File: config.mk
export PLATFORM = sky130hd
export DESIGN_NAME = piccolo_round_ctrl
export DESIGN_NICKNAME = d
export VERILOG_FILES = /design/src/rtl/piccolo_round_ctrl.sv
export SDC_FILE = /design/constraint.sdc
export NUM_CORES = 1
export LEC_CHECK = 0
export ABC_AREA = 1
export CAP_MARGIN = 40
export CORE_AREA = 5 5 444 446
export CTS_CLUSTER_DIAMETER = 30
export DETAILED_ROUTE_END_ITERATION = 10
export DIE_AREA = 0 0 449 451
export GPL_TIMING_DRIVEN = 0
export REMOVE_ABC_BUFFERS = 1
export SYNTH_ARGS = -nofsm -noshare
export SYNTH_HDL_FRONTEND = slang
export SYNTH_SLANG_ARGS = --single-unit
File: constraint.sdc
create_clock -name clk -period 2.6 [get_ports clk]
set_clock_uncertainty 0.15 [all_clocks]
set_input_delay 0.26 -clock clk [delete_from_list [all_inputs] [get_ports clk]]
set_output_delay 0.26 -clock clk [all_outputs]
set_load 0.03 [all_outputs]
File: src/rtl/piccolo_round_ctrl.sv
// rtl/piccolo_round_ctrl.sv - Iterative round sequencer for the Piccolo-80 datapath
module piccolo_round_ctrl #(
  parameter int ROUNDS = 25,
  parameter int RK_W   = 800
) (
  input  logic            clk,
  input  logic            rst,
  input  logic            key_valid,
  input  logic [63:0]     wk,
  input  logic [RK_W-1:0] rk,
  input  logic            in_valid,
  output logic            in_ready,
  input  logic [63:0]     in_data,
  output logic [63:0]     rf_in,
  output logic [31:0]     rf_rk,
  output logic            rf_last,
  input  logic [63:0]     rf_out,
  output logic            out_valid,
  input  logic            out_ready,
  output logic [63:0]     out_data,
  output logic            busy,
  output logic            abort_err
);
  localparam int RW = (ROUNDS > 1) ? $clog2(ROUNDS) : 1;
  localparam logic [RW-1:0] LAST_ROUND = RW'(ROUNDS - 1);

  typedef enum logic [1:0] {IDLE, ROUND, DONE} fsm_t;

  fsm_t          fsm_q, fsm_d;
  logic [63:0]   state_q, state_d;
  logic [RW-1:0] round_q, round_d;
  logic          abort_q, abort_d;
  logic          ready_en_q, ready_en_d;
  logic [31:0]   rk_pair [ROUNDS];

  for (genvar i = 0; i < ROUNDS; i++) begin : g_rk
    assign rk_pair[i] = rk[RK_W-1-32*i -: 32];
  end

  assign rf_in     = state_q;
  assign rf_rk     = rk_pair[round_q];
  assign out_data  = state_q;
  assign busy      = (fsm_q != IDLE);
  assign abort_err = abort_q;

  always_comb begin
    fsm_d      = fsm_q;
    state_d    = state_q;
    round_d    = round_q;
    abort_d    = 1'b0;
    ready_en_d = 1'b1;
    in_ready   = 1'b0;
    out_valid  = 1'b0;
    rf_last    = 1'b0;
    case (fsm_q)
      IDLE: begin
        // ready_en_q keeps in_ready low until the first edge after reset release
        in_ready = ready_en_q & key_valid;
        if (in_valid && in_ready) begin
          state_d = {in_data[63:48] ^ wk[63:48], in_data[47:32],
                     in_data[31:16] ^ wk[47:32], in_data[15:0]};
          round_d = '0;
          fsm_d   = ROUND;
        end
      end
      ROUND: begin
        rf_last = (round_q == LAST_ROUND);
        if (!key_valid) begin
          abort_d = 1'b1;
          round_d = '0;
          fsm_d   = IDLE;
        end else if (rf_last) begin
          state_d = {rf_out[63:48] ^ wk[31:16], rf_out[47:32],
                     rf_out[31:16] ^ wk[15:0], rf_out[15:0]};
          round_d = '0;
          fsm_d   = DONE;
        end else begin
          state_d = rf_out;
          round_d = round_q + RW'(1);
        end
      end
      DONE: begin
        out_valid = 1'b1;
        if (out_ready) fsm_d = IDLE;
      end
      default: fsm_d = IDLE;
    endcase
  end

  always_ff @(posedge clk or posedge rst) begin
    if (rst) begin
      fsm_q      <= IDLE;
      state_q    <= '0;
      round_q    <= '0;
      abort_q    <= 1'b0;
      ready_en_q <= 1'b0;
    end else begin
      fsm_q      <= fsm_d;
      state_q    <= state_d;
      round_q    <= round_d;
      abort_q    <= abort_d;
      ready_en_q <= ready_en_d;
    end
  end
endmodule
==> report_table.html <==
<table>
<tr><th>Metric</th><th>Value</th></tr>
<tr><th colspan="2">Power</th></tr>
<tr><td>Switching share of power</td><td>0.583</td></tr>
<tr><td>Cell internal power dissipation</td><td>11500 µW</td></tr>
<tr><td>Sequential Power Share</td><td>0.073</td></tr>
<tr><td>Maximum resistive drop on vdd</td><td>0.476 mV</td></tr>
<tr><td>Proportion of power drawn by combinational gates</td><td>0.869</td></tr>
<tr><td>Power per standard cell area</td><td>807 nW/µm²</td></tr>
<tr><td>Switching power of the nets</td><td>16100 µW</td></tr>
<tr><td>Power share of the clock group</td><td>0.058</td></tr>
<tr><td>Leakage component of the power</td><td>0.0169 µW</td></tr>
<tr><th colspan="2">Clock network</th></tr>
<tr><td>TritonCTS clock tree</td><td>done</td></tr>
<tr><td>Buffer levels on the longest clock path</td><td>2</td></tr>
<tr><td>Worst-skew pair later-pin latency</td><td>0.37 ns</td></tr>
<tr><td>Total clock sinks</td><td>73</td></tr>
<tr><td>Cell at the root of the clock tree</td><td>sky130_fd_sc_hd__clkbuf_16</td></tr>
<tr><td>CTS H-Tree Depth</td><td>3</td></tr>
<tr><td>Clock Pin Slew Worst Setup and Hold Paths</td><td>0.08 ns</td></tr>
<tr><td>Total clock buffers created by CTS</td><td>9</td></tr>
<tr><th colspan="2">Floorplanning</th></tr>
<tr><td>Floorplan die area</td><td>202000 µm²</td></tr>
<tr><td>Number of rows created at floorplan</td><td>161</td></tr>
<tr><td>Starting density of the core</td><td>0.0794</td></tr>
<tr><td>Total I/O pin count</td><td>1162</td></tr>
<tr><td>Height of the chip</td><td>451 µm</td></tr>
<tr><td>Area of the core</td><td>192000 µm²</td></tr>
<tr><td>Die boundary width</td><td>449 µm</td></tr>
<tr><th colspan="2">Finish</th></tr>
<tr><td>Layout overhead on the synthesized area</td><td>124%</td></tr>
<tr><td>Final core utilization</td><td>0.178</td></tr>
<tr><td>Fin cells</td><td>6852</td></tr>
<tr><td>Filler cells</td><td>22045</td></tr>
<tr><td>Most frequent standard cell in the layout excluding fill and tap cells</td><td>sky130_fd_sc_hd__nand2_1</td></tr>
<tr><td>Layout cells sized above 1</td><td>0.131</td></tr>
<tr><td>Most frequent cells in the layout</td><td>sky130_fd_sc_hd__nand2_1 (1302), sky130_fd_sc_hd__clkdlybuf4s50_1 (1128), sky130_fd_sc_hd__inv_1 (622)</td></tr>
<tr><td>Layout Nets</td><td>5291</td></tr>
<tr><th colspan="2">Yosys</th></tr>
<tr><td>Area contributors post-synth</td><td>sky130_fd_sc_hd__nand2_1 (34%), sky130_fd_sc_hd__inv_1 (16%), sky130_fd_sc_hd__nand3_1 (14%)</td></tr>
<tr><td>Xor and xnor fraction of the mapped netlist area</td><td>0.00115</td></tr>
<tr><td>Post-synthesis cell type with the largest combined area</td><td>sky130_fd_sc_hd__nand2_1</td></tr>
<tr><td>Multiplexer fraction of the synthesized cell area</td><td>0.0210</td></tr>
<tr><td>Cells after synthesis</td><td>3188</td></tr>
<tr><td>Register bit count reported by yosys</td><td>73</td></tr>
<tr><td>Area share of the largest cell type after synthesis</td><td>0.340</td></tr>
<tr><td>Adder-Cell Fraction of Synth Area</td><td>0.00164</td></tr>
<tr><td>Yosys synthesis warning count</td><td>0</td></tr>
<tr><td>Ys async rst share</td><td>1.00</td></tr>
<tr><td>EDFF count, synth</td><td>0</td></tr>
<tr><td>Area share of and/or/nand/nor cells after synthesis</td><td>0.528</td></tr>
<tr><td>Cell area after synthesis</td><td>15300 µm²</td></tr>
<tr><td>Fraction of the mapped netlist area in compound gates</td><td>0.0696</td></tr>
<tr><td>Avg Synthesized Cell Area</td><td>4.79 µm²</td></tr>
<tr><td>Sequential fraction of the synthesis area</td><td>0.120</td></tr>
<tr><td>Count of different cell masters after synthesis</td><td>32</td></tr>
<tr><td>Top FF cell, synth</td><td>sky130_fd_sc_hd__dfrtp_1</td></tr>
<tr><td>Combinational family with the most area after synthesis</td><td>simple AND/OR/NAND/NOR gates</td></tr>
<tr><th colspan="2">Setup path</th></tr>
<tr><td>WP buf/inv</td><td>5</td></tr>
<tr><td>CP most frequent cell</td><td>sky130_fd_sc_hd__nand2_1</td></tr>
<tr><td>Critical path data arrival time</td><td>2.64 ns</td></tr>
<tr><td>Element type at the critical path end</td><td>output pin</td></tr>
<tr><td>CP top delay family</td><td>simple AND/OR/NAND/NOR gates</td></tr>
<tr><td>Type of element launching the critical path</td><td>flop</td></tr>
<tr><td>WP data required</td><td>2.19 ns</td></tr>
<tr><td>Highest cell delay on the worst timing path</td><td>0.51 ns</td></tr>
<tr><td>Worst-path cell chain</td><td>buf_16 &gt; buf_12 &gt; buf_16 &gt; nand2_1 &gt; nand2_1 &gt; nand2_1 &gt; nand3_4 &gt; nand3_4 &gt; nand2_4 &gt; nand2_2 &gt; inv_1 &gt; buf_6</td></tr>
<tr><td>Setup Crit Path Kind</td><td>flop to output pin</td></tr>
<tr><td>CP Max Fanout</td><td>31</td></tr>
<tr><td>Master of the slowest instance on the critical path</td><td>sky130_fd_sc_hd__dfrtp_4</td></tr>
<tr><th colspan="2">Placed design</th></tr>
<tr><td>Global placer's final weighted congestion</td><td>0.937</td></tr>
<tr><td>Worst slack at placement</td><td>-2.86 ns</td></tr>
<tr><td>Number of instances in the placed design</td><td>6650</td></tr>
<tr><td>Half-perimeter wire length of the detailed placement result</td><td>129000 µm</td></tr>
<tr><td>Quantity of I/O buffers inserted on ports</td><td>1161</td></tr>
<tr><th colspan="2">Timing</th></tr>
<tr><td>Worst Tran Pin Value</td><td>0.757 ns</td></tr>
<tr><td>Ratio of final minimum period to clock period</td><td>1.17</td></tr>
<tr><td>Total count of max-transition violations in the final report</td><td>0</td></tr>
<tr><td>Count of endpoints failing setup in the final report</td><td>65</td></tr>
<tr><td>Final hold viol count</td><td>0</td></tr>
<tr><td>Minimum setup slack in the final design</td><td>-0.454 ns</td></tr>
<tr><td>Setup repair after global routing missed its margin</td><td>yes</td></tr>
<tr><td>Tightest slew margin relative to the limit</td><td>0.495</td></tr>
<tr><td>Final sum of negative setup slack</td><td>-18.44 ns</td></tr>
<tr><td>Highest attainable clock frequency</td><td>327 MHz</td></tr>
<tr><td>Time the final worst path needs with I/O delays and setup</td><td>3.05 ns</td></tr>
<tr><th colspan="2">Route</th></tr>
<tr><td>Number of remaining DRC errors</td><td>0</td></tr>
<tr><td>First-pass iteration count of the detailed router</td><td>6</td></tr>
<tr><td>DRT iter0 DRCs</td><td>2407</td></tr>
<tr><td>Via count normalized by instance count</td><td>3.71</td></tr>
<tr><td>Via count</td><td>25425</td></tr>
<tr><td>Final WL</td><td>185000 µm</td></tr>
<tr><td>Post-detailed-route count of antenna-violating nets</td><td>0</td></tr>
<tr><td>Detail-routed net length per standard cell</td><td>27.0 µm</td></tr>
<tr><th colspan="2">Global route</th></tr>
<tr><td>Maximum number of pins on one net before global-route repair</td><td>89</td></tr>
<tr><td>Number of global-route vias before repair</td><td>23851</td></tr>
<tr><td>First-pass GRT wire length</td><td>226000 µm</td></tr>
<tr><td>GRT Residual Overflow</td><td>0</td></tr>
<tr><td>Total track usage</td><td>0.166</td></tr>
<tr><td>Number of antenna violations at the first check in global routing</td><td>118</td></tr>
<tr><th colspan="2">Job</th></tr>
<tr><td>Number of violations of the max-capacitance limit</td><td>0</td></tr>
<tr><th colspan="2">Status</th></tr>
<tr><td>Status</td><td>finished with violations</td></tr>
<tr><td>Violations in the final reports</td><td>setup timing</td></tr>
<tr><th colspan="2">Min path</th></tr>
<tr><td>Path category of the worst min-delay check</td><td>input port to async pin</td></tr>
</table>
worst register-to-register path, cell delays in order (launching register included):
cell	delay (ns)
sky130_fd_sc_hd__dfrtp_4	0.56
sky130_fd_sc_hd__buf_16	0.20
sky130_fd_sc_hd__clkinv_16	0.14
sky130_fd_sc_hd__buf_6	0.13
sky130_fd_sc_hd__buf_16	0.15
sky130_fd_sc_hd__buf_12	0.13
sky130_fd_sc_hd__ha_4	0.15
sky130_fd_sc_hd__nand2_4	0.06
sky130_fd_sc_hd__nor2_4	0.16
sky130_fd_sc_hd__buf_6	0.12
sky130_fd_sc_hd__buf_12	0.14
sky130_fd_sc_hd__clkbuf_16	0.22
sky130_fd_sc_hd__nand2_2	0.07
sky130_fd_sc_hd__a21oi_1	0.11
sky130_fd_sc_hd__o21ai_1	0.10
sky130_fd_sc_hd__nand2_2	0.14
sky130_fd_sc_hd__nand2_2	0.07
logic make-up after synthesis:
family,Yosys count
simple gates,1979
buf+inv,897
compound gates,202
flops,73
mux,32
fa+ha+maj,2
xor+xnor,2
other cells,1
cells in the mapped netlist, types with 2 or more instances:
library cell	instances
sky130_fd_sc_hd__inv_1	635
sky130_fd_sc_hd__o21ai_1	45
sky130_fd_sc_hd__or2_2	32
sky130_fd_sc_hd__nand2_1	1382
sky130_fd_sc_hd__buf_4	81
sky130_fd_sc_hd__buf_1	24
sky130_fd_sc_hd__nor2_1	140
sky130_fd_sc_hd__mux2i_1	32
sky130_fd_sc_hd__a31oi_1	33
sky130_fd_sc_hd__nor2_2	2
sky130_fd_sc_hd__ha_1	2
sky130_fd_sc_hd__nand3_1	418
sky130_fd_sc_hd__buf_2	104
sky130_fd_sc_hd__clkbuf_1	27
sky130_fd_sc_hd__o21ai_0	55
sky130_fd_sc_hd__xor2_1	2
sky130_fd_sc_hd__dfrtp_1	73
sky130_fd_sc_hd__a21oi_1	66
sky130_fd_sc_hd__inv_2	5
sky130_fd_sc_hd__buf_6	18
repair_timing:
item | CTS | global route
hold buffers | 0 | 0
resized for setup | 422 | 310
pin swaps | 23 | 51
cloned | 47 | 15
endpoints found under the setup margin | 88 | 73
setup buffers | 51 | 44
routing by layer:
metal / global-route usage / wire length, µm
met1: 0.178 / 64600
met2: 0.312 / 95700
met3: 0.0448 / 16000
met4: 0.0603 / 8780
met5: 0 / 197
path summary, 6_finish.rpt:
check	start	endpoint	slack [ns]	depth (start not counted)
max	round_q[0]	rf_rk[30]	-0.45	12
max in group asynchronous	rst	out_data[51]	1.55	3
min reg2reg	out_data[13]	out_data[13]	0.37	2
min	rst	out_data[15]	0.11	2
max reg2reg	round_q[0]	out_data[16]	-0.31	16
min in group clk	rf_out[15]	out_data[15]	0.37	3
registers in the layout, summed over array words and instances, names as in the netlist:
name and cells:
out_data 64, round_q 5, fsm_q 2, abort_err 1, ready_en_q 1
power groups by stage:
stage	combinational (µW)	clock, µW	sequential [µW]
2_1_floorplan	4460	0	3430
3_3_place_gp	9590	0	2490
3_5_place_dp	17000	0	2150
4_1_cts	22300	1650	2020
5_1_grt	25300	1680	2050
6_report	24000	1590	2020
stage by stage:
step           total power [µW]  instance area (µm²)  hold slack, ns
2_1_floorplan              7880                13700           0.176
3_3_place_gp              12100                28500           0.347
3_5_place_dp              19200                29300           0.344
4_1_cts                   26000                32100          0.0911
5_1_grt                   29100                34100           0.116
6_report                  27600                34200           0.106
cell type report:
class	count	area, µm²	area share
diodes	29	72.6	0.00213
multi-input cells	2221	11200	0.327
well taps	2526	3160	0.0925
clock buffers	9	225	0.00659
repair inverters	12	221	0.00648
clock inverters	7	125	0.00366
inverters	642	2520	0.0737
flip-flops and latches	73	1840	0.0539
repair buffers	1333	14800	0.434
No activity file was read; power rests on OpenSTA's default activity.
